===== src/rtl/cpu_controller.sv =====
// rtl/cpu_controller.sv - instruction-sequencing FSM for the 8-bit RISC CPU
//
// Purpose: steps through the 8-phase instruction cycle and decodes the
// current state, the IR opcode and the ALU zero flag into the datapath
// strobes. Holds a sticky HALTED state and a saturating count of
// retired instructions.
//
// Ports:
//   clk         in   system clock, state advances on posedge
//   rst_        in   asynchronous active-low reset
//   opcode      in   [2:0] opcode from IR (HLT,SKZ,ADD,AND,XOR,LDA,STO,JMP)
//   zero        in   ALU zero flag
//   mem_rd      out  memory read strobe
//   load_ir     out  load instruction register
//   inc_pc      out  increment program counter
//   load_ac     out  load accumulator from ALU
//   load_pc     out  load PC from IR address field
//   mem_wr      out  memory write strobe
//   halt        out  CPU halted
//   phase       out  [2:0] current phase (HALTED reads as 4)
//   instr_count out  [CNT_W-1:0] retired-instruction count, saturating
module cpu_controller #(
    parameter int CNT_W = 16
) (
    input  logic             clk,
    input  logic             rst_,
    input  logic [2:0]       opcode,
    input  logic             zero,
    output logic             mem_rd,
    output logic             load_ir,
    output logic             inc_pc,
    output logic             load_ac,
    output logic             load_pc,
    output logic             mem_wr,
    output logic             halt,
    output logic [2:0]       phase,
    output logic [CNT_W-1:0] instr_count
);

    typedef enum logic [2:0] {
        OP_HLT = 3'd0,
        OP_SKZ = 3'd1,
        OP_ADD = 3'd2,
        OP_AND = 3'd3,
        OP_XOR = 3'd4,
        OP_LDA = 3'd5,
        OP_STO = 3'd6,
        OP_JMP = 3'd7
    } opcode_t;

    // HALTED sits outside the 3-bit phase range so it can never alias
    // OP_ADDR inside the FSM, even though both report phase 4.
    typedef enum logic [3:0] {
        S_INST_ADDR  = 4'd0,
        S_INST_FETCH = 4'd1,
        S_INST_LOAD  = 4'd2,
        S_IDLE       = 4'd3,
        S_OP_ADDR    = 4'd4,
        S_OP_FETCH   = 4'd5,
        S_ALU_OP     = 4'd6,
        S_STORE      = 4'd7,
        S_HALTED     = 4'd8
    } state_t;

    state_t           state_q, state_d;
    logic [CNT_W-1:0] instr_count_q, instr_count_d;
    opcode_t          op;
    logic             aluop;

    assign op    = opcode_t'(opcode);
    assign aluop = (op == OP_ADD) || (op == OP_AND) ||
                   (op == OP_XOR) || (op == OP_LDA);

    always_ff @(posedge clk or negedge rst_) begin
        if (!rst_) begin
            state_q       <= S_INST_ADDR;
            instr_count_q <= '0;
        end else begin
            state_q       <= state_d;
            instr_count_q <= instr_count_d;
        end
    end

    always_comb begin
        state_d       = state_q;
        instr_count_d = instr_count_q;
        mem_rd        = 1'b0;
        load_ir       = 1'b0;
        inc_pc        = 1'b0;
        load_ac       = 1'b0;
        load_pc       = 1'b0;
        mem_wr        = 1'b0;
        halt          = 1'b0;

        case (state_q)
            S_INST_ADDR: begin
                state_d = S_INST_FETCH;
            end
            S_INST_FETCH: begin
                mem_rd  = 1'b1;
                state_d = S_INST_LOAD;
            end
            S_INST_LOAD: begin
                mem_rd  = 1'b1;
                load_ir = 1'b1;
                state_d = S_IDLE;
            end
            S_IDLE: begin
                mem_rd  = 1'b1;
                load_ir = 1'b1;
                state_d = S_OP_ADDR;
            end
            S_OP_ADDR: begin
                if (op == OP_HLT) begin
                    halt    = 1'b1;
                    state_d = S_HALTED;
                end else begin
                    inc_pc  = 1'b1;
                    state_d = S_OP_FETCH;
                end
            end
            S_OP_FETCH: begin
                mem_rd  = aluop;
                state_d = S_ALU_OP;
            end
            S_ALU_OP: begin
                mem_rd  = aluop;
                load_ac = aluop;
                inc_pc  = (op == OP_SKZ) && zero;
                load_pc = (op == OP_JMP);
                state_d = S_STORE;
            end
            S_STORE: begin
                mem_rd  = aluop;
                load_ac = aluop;
                load_pc = (op == OP_JMP);
                inc_pc  = (op == OP_JMP);
                mem_wr  = (op == OP_STO);
                state_d = S_INST_ADDR;
                // Retire on the wrap back to INST_ADDR; hold at all-ones.
                if (instr_count_q != {CNT_W{1'b1}}) begin
                    instr_count_d = instr_count_q + {{(CNT_W-1){1'b0}}, 1'b1};
                end
            end
            S_HALTED: begin
                // Sticky until rst_; opcode and zero are ignored here.
                halt    = 1'b1;
                state_d = S_HALTED;
            end
            default: begin
                state_d = S_INST_ADDR;
            end
        endcase
    end

    assign phase       = (state_q == S_HALTED) ? 3'd4 : state_q[2:0];
    assign instr_count = instr_count_q;

endmodule


===== config.mk =====
export PLATFORM = sky130hd
export DESIGN_NAME = cpu_controller
export DESIGN_NICKNAME = d
export VERILOG_FILES = /design/src/rtl/cpu_controller.sv
export SDC_FILE = /design/constraint.sdc
export NUM_CORES = 1
export LEC_CHECK = 0
export ABC_CLOCK_PERIOD_IN_PS = 1900
export CELL_PAD_IN_SITES_DETAIL_PLACEMENT = 0
export CELL_PAD_IN_SITES_GLOBAL_PLACEMENT = 1
export CORE_MARGIN = 5
export CORE_UTILIZATION = 30
export DETAILED_ROUTE_END_ITERATION = 8
export PLACE_DENSITY = 0.77
export SLEW_MARGIN = 20
export SYNTH_ARGS = -nofsm -noshare
export SYNTH_HDL_FRONTEND = slang
export SYNTH_SLANG_ARGS = --single-unit

===== constraint.sdc =====
create_clock -name clk -period 1.9 [get_ports clk]
set_input_delay 0.285 -clock clk [delete_from_list [all_inputs] [get_ports clk]]
set_output_delay 0.285 -clock clk [all_outputs]
set_load 0.01 [all_outputs]

==> impl_metrics.tcl, run 1 <==
set metrics [dict create \
    dp_slack_ps -578 \
    gr-usage-all-layers_pct 11.2 \
    reg2reg_to "instr_count[1]" \
    cts.sinks 20 \
    synthesis.area_um2 1140 \
    synth_fp_nets 122 \
    finish.utilization_pct 43.6 \
    synth_enable_flop_cells 0 \
    cp_slowest_stage_delay_ps 400 \
    cts_tree "built" \
    area_growth_pct 40.3 \
    final_max_slew_viol_count 0 \
    die_w_um 71.8 \
    synth_cells 115 \
    root_buffer "clkbuf_8" \
    port-buffer-count 31 \
    hold_class "input pin to async pin" \
    finalSetupViolCount 0 \
    drive_above_1_share_pct 16.9 \
    antennaDiodeCount 0 \
    drc_errors 0 \
    viasPerCell 5.03 \
    setup_ws_ps 124 \
    yosys.area.top_type "dfrtp_1" \
    io_pins 32 \
    hold_viol_final 0 \
    initial_core_util_pct 31.0 \
    syn_avg_cell_area_um2 9.96 \
    ys_top_cells_by_count "dfrtp_1, nor2_1, nand3_1, xnor2_1" \
    die_area_um2 5150 \
    grt_pass1_vias 1038 \
    fp.dieH_um 71.8 \
    core-area_um2 3690 \
    cts.clk_slew.worst_paths_ps 70 \
    arrival_ps 1490 \
    yosysWarnings 0 \
    crit_path_cell_trace "inv_1 > or3_1 > nor2_1 > dlygate4sd2_1" \
    finalNetCount 163 \
    tightest_slew_ps 501 \
    slew_headroom_pct 66.2 \
    stdcell_area_um2 1610 \
    period_share_pct 93.5 \
    grt_start_max_net_pins 21 \
    htreeDepth 1 \
    clock_path_buffers 2 \
    clock_latency_ps 260 \
    timing.fmax_mhz 563 \
    grt_remaining_overflow 0 \
    finalCriticalPeriod_ps 1780 \
    power.density_nw_per_um2 1030 \
    drv_cap 0 \
    dr_total_vias 1016 \
    synth_area_leaders "dfrtp_1, xnor2_1, and4_1" \
    crit_path_start_kind "flip-flop" \
    cts_buffers 3 \
    yosysSeqAreaShare_pct 43.7 \
    fin_skew_ps 5.47 \
    grt_pass1_wl_um 4690 \
    cp.required_ps 1620 \
    drt_wl_total_um 2640 \
    wl_per_cell_um 13.1 \
    reg2reg_slack_ps 170 \
    placement_rows 22 \
    ys_ff_latch 20 \
    yosysTopAreaCellShare_pct 43.7 \
    path_max_fanout 4 \
    synthArstFlopShare_pct 100 \
    peakVddDrop_mv 0.512 \
    yosysMostFrequentCell "dfrtp_1" \
    critPathKind "flip-flop to primary output" \
    worstSetupEndpointType "primary output" \
    drtIter0Drc 62 \
    fillers 370 \
    status "complete, no violations" \
    synth_cell_types 36 \
    reg2reg_depth 5 \
    slowest_stage "or3_1" \
    rsz0062_at_grt "false" \
    place_congestion 0.792 \
    place_area_um2 1550 \
    yosys_most_used_dff "dfrtp_1" \
    antenna_found_initial 0 \
    p_leak_nw 0.744 \
    regToRegStartpoint "instr_count[0]" \
    place_hpwl_um 1990 \
    dr.pass1.iters 4 \
    ant_nets 0 \
]
==> worst max path at each step <==
stage	slack, ps	start	cells after the start	endpoint
final	120	state_q[1]	4	load_pc
after global routing	40	state_q[3]	3	mem_wr
after CTS	-110	opcode[2]	6	inc_pc
after detailed placement	-580	opcode[2]	6	inc_pc
after global placement	-560	opcode[2]	6	inc_pc
after floorplan	250	instr_count[0]	5	instr_count[1]
==> cells in the final DEF, fill, tap and decap left out, types with 2 or more instances in the layout <==
cell and instances:
a21oi_1 3, dfrtp_1 18, and3_1 4, nand3_1 8
clkbuf_8 3, xnor2_1 8, nand4_1 5, nand2_1 6
and4_1 6, clkdlybuf4s50_1 20, buf_4 14, o21ai_1 2
buf_2 2, nor2_1 10, dfrtp_2 2, nor3_1 4
a211oi_1 2, mux2i_1 2, dlymetal6s2s_1 3, inv_1 3
xor2_1 6, dlygate4sd2_1 6
==> routing by layer <==
layer	up-vias	wire length, um	part of all wire [%]	global-route usage, %
li1	495	-	-	-
met4	0	31	1.2	3.76
met5	-	0	0	0
met2	34	1180	45	17.2
met1	484	1200	45	14.5
met3	3	226	8.6	4.07
==> through the flow <==
step,hold slack (ps),instances,total power [mW],setup TNS [ps]
6_report,360,202,1.66,0
5_1_grt,398,202,1.78,0
4_1_cts,366,202,1.69,-115
3_5_place_dp,507,197,1.43,-1380
3_3_place_gp,498,197,1.42,-1290
2_1_floorplan,-10.6,115,1.04,0
==> logic make-up (layout without fill, tap and decap cells) <==
group                      Yosys count  after routing  share of synthesized area [%]
muxes                                3              3                           2.73
xor gates and xnor gates            14             14                           10.7
DFF                                 20             20                           43.7
and+or+nand+nor                     50             50                           25.4
AOI/OAI and AO/OA                   15             15                           10.7
adders and majority gates            1              1                           1.09
buffers and inverters               12             51                           5.68
==> power breakdown <==
part / internal, mW / total [mW] / switching (mW)
Combinational: 0.417 / 0.786 / 0.370
Sequential: 0.514 / 0.603 / 0.0889
Clock: 0.141 / 0.269 / 0.128
==> cell type report <==
cell class	instances	area [um2]	share of cell area, %
multi-input cells	83	586	36.4
flip-flops and latches	20	503	31.3
repair buffers	45	405	25.2
well taps	48	60.1	3.74
clock buffers	3	41.3	2.57
inverters	3	11.3	0.701
==> repair_timing <==
item,4_1_cts,5_1_grt
setup buffers,2,0
pin swaps,1,4
endpoints found under the setup margin,8,3
hold buffers,0,0
gates resized for setup,17,3
==> registers in the layout (all words and copies together), names as in the netlist <==
| name | count |
|---|---|
| instr_count | 16 |
| state_q | 4 |
==> critical path, delay by kind of cell (launching register included) <==
family / cells / cell delay (ps)
flip-flops: 1 / 390
buffers and inverters: 2 / 330
AND/OR/NAND/NOR: 2 / 510
No activity file was read; power rests on OpenSTA's default activity.
==> inputs of run 2 (changes only) <==
--- a/config.mk
+++ b/config.mk
@@ -9,9 +9,10 @@
 export CELL_PAD_IN_SITES_DETAIL_PLACEMENT = 0
 export CELL_PAD_IN_SITES_GLOBAL_PLACEMENT = 1
 export CORE_MARGIN = 5
-export CORE_UTILIZATION = 30
+export CORE_UTILIZATION = 35
 export DETAILED_ROUTE_END_ITERATION = 8
-export PLACE_DENSITY = 0.77
+export MAX_ROUTING_LAYER = met4
+export PLACE_DENSITY = 0.87
 export SLEW_MARGIN = 20
 export SYNTH_ARGS = -nofsm -noshare
 export SYNTH_HDL_FRONTEND = slang
==> run 2 against run 1 <==
Worst hold slack worse by 46 ps; register-to-register slack is essentially flat; largest power group unchanged; highest routed layer unchanged; via count grew 0.59%; combinational power down 3.1%; flip-flop and latch count unchanged; clock power is 7.4% lower.
==> impl_metrics.tcl, run 2 (synthesized netlist as in run 1, its figures left out) <==
set metrics [dict create \
    status "complete, no violations" \
    io_pins 32 \
    grt_pass1_wl_um 4690 \
    wl_per_cell_um 13.6 \
    dr_total_vias 1022 \
    timing.fmax_mhz 550 \
    finalCriticalPeriod_ps 1820 \
    largest_reg_flops 16 \
    hold_class "input pin to async pin" \
    cts.sinks 20 \
    place_congestion 0.789 \
    peakVddDrop_mv 0.603 \
    hold_buffers 0 \
    wl_met1_um 1260 \
    core-area_um2 3100 \
    slew_headroom_pct 60.9 \
    p_leak_nw 0.697 \
    finalNetCount 161 \
    die_area_um2 4510 \
    worstSetupEndpointType "primary output" \
    drv_cap 0 \
    drive_above_1_share_pct 18.3 \
    fin_total_pwr_mw 1.62 \
    power.density_nw_per_um2 1040 \
    hold_viol_final 0 \
    path_max_fanout 4 \
    grt_start_max_net_pins 21 \
    slowest_stage "dfrtp_2" \
    antenna_found_initial 0 \
    drt_wl_total_um 2670 \
    grt_remaining_overflow 0 \
    fin_skew_ps 3.91 \
    critPathKind "flip-flop to primary output" \
    initial_core_util_pct 36.9 \
    area_growth_pct 36.0 \
    cts_tree "built" \
    crit_buf_inv 2 \
    fp.dieH_um 67.2 \
    grt_pass1_vias 1047 \
    cp_slowest_stage_delay_ps 430 \
    placement_rows 20 \
    layout_commonest_cell "clkdlybuf4s50_1" \
    final_max_slew_viol_count 0 \
    setup_ws_ps 80.5 \
    dp_slack_ps -599 \
    root_buffer "clkbuf_4" \
    dr.pass1.iters 4 \
    p_seq_share_pct 37.5 \
    crit_path_start_kind "flip-flop" \
    intPower_mw 1.03 \
    dr_wl_met3_um 143 \
    gr-usage-all-layers_pct 13.7 \
    ant_nets 0 \
    crit_path_cell_trace "inv_1 > or3_1 > nor2_1 > clkdlybuf4s15_1" \
    critPathLaunch "state_q[1]" \
    p_switching_mw 0.584 \
    finalSetupViolCount 0 \
    cp.required_ps 1620 \
    drtIter0Drc 22 \
    p_clk_share_pct 15.4 \
    rsz0062_at_grt "true" \
    reg2reg_to "instr_count[1]" \
    regToRegStartpoint "instr_count[0]" \
    hold_ws_ps 315 \
    die_w_um 67.2 \
    critPathTopFamily "simple AND/OR/NAND/NOR gates" \
    drc_errors 0 \
    htreeDepth 1 \
    cts.clk_slew.worst_paths_ps 110 \
    fillers 331 \
    clock_latency_ps 300 \
    crit_end "load_ac" \
    cts_buffers 3 \
    antennaDiodeCount 0 \
    reg2reg_slack_ps 170 \
    clock_path_buffers 2 \
    arrival_ps 1530 \
    post-cts-setup-buffer-count 0 \
    port-buffer-count 31 \
    layout_common_cells "clkdlybuf4s50_1, dfrtp_1, buf_4, nor2_1" \
    cp.depth 4 \
    period_share_pct 95.8 \
    viasPerCell 5.19 \
    swShare_pct 36.1 \
    tightest_slew_ps 580 \
    place_hpwl_um 2030 \
    setup_tns_ps 0 \
    finish.utilization_pct 50.2 \
    reg2reg_depth 5 \
    wl_met2_um 1250 \
    maxUsedRoutingLayer "met4" \
    p_comb_share_pct 47.1 \
]
[run 2: cell types whose count changed in the layout (fill, tap and decap cells not counted), sizes merged]
| cell | previous run | this run |
|---|---|---|
| clkbuf | 3 | 8 |
| dlygate4sd2 | 6 | 2 |
| clkdlybuf4s15 | 0 | 3 |
| dlymetal6s2s | 3 | 0 |
| buf | 16 | 14 |
[run 2: repair_timing]
action | in CTS | in global routing
endpoints found under the hold margin | 0 | 0
pin swaps | 3 | 3
gates resized for setup | 19 | 12
setup endpoints to repair | 8 | 5
[run 2: power groups by stage]
stage	combinational, mW	sequential [mW]	clock (mW)
2_1_floorplan	0.438	0.599	0
3_3_place_gp	0.801	0.610	0
3_5_place_dp	0.811	0.614	0
4_1_cts	0.770	0.609	0.256
5_1_grt	0.846	0.628	0.270
6_report	0.762	0.606	0.249
[run 2: final cells by class]
cell class | instances | area, um2 | share of cell area [%]
multi-input cells | 83 | 579 | 37.2
repair buffers | 43 | 372 | 23.9
flip-flops and latches | 20 | 503 | 32.3
clock buffers | 4 | 36.3 | 2.33
well taps | 44 | 55.1 | 3.54
inverters | 3 | 11.3 | 0.723
[run 2: worst min path at each step]
stage	from	end	slack (ps)	depth (start not counted)
after global routing	rst_	instr_count[5]	340	2
after floorplan	rst_	instr_count[0]	-10	0
after CTS	rst_	instr_count[8]	330	2
after global placement	instr_count[0]	instr_count[0]	500	1
final	rst_	instr_count[8]	310	2
after detailed placement	instr_count[0]	instr_count[0]	510	1
[run 2: per-stage QoR]
| step | area [um2] | instances |
|---|---|---|
| floorplan | 1140 | 115 |
| global placement | 1550 | 193 |
| detailed placement | 1550 | 193 |
| CTS | 1560 | 197 |
| global route | 1560 | 197 |
| finish | 1560 | 197 |
[run 2: worst reg2reg max path, stage by stage, from the launching register on]
cell and delay [ps]:
dfrtp_1 430, ha_1 240, and3_1 240, and4_1 210
nor2b_2 180, mux2_1 340
[run 2: layer usage]
layer  global-route usage (%)  up-vias
met5                        -        -
met3                     2.33        2
li1                         -      497
met4                     4.56        0
met1                     16.6      493
met2                     23.2       30
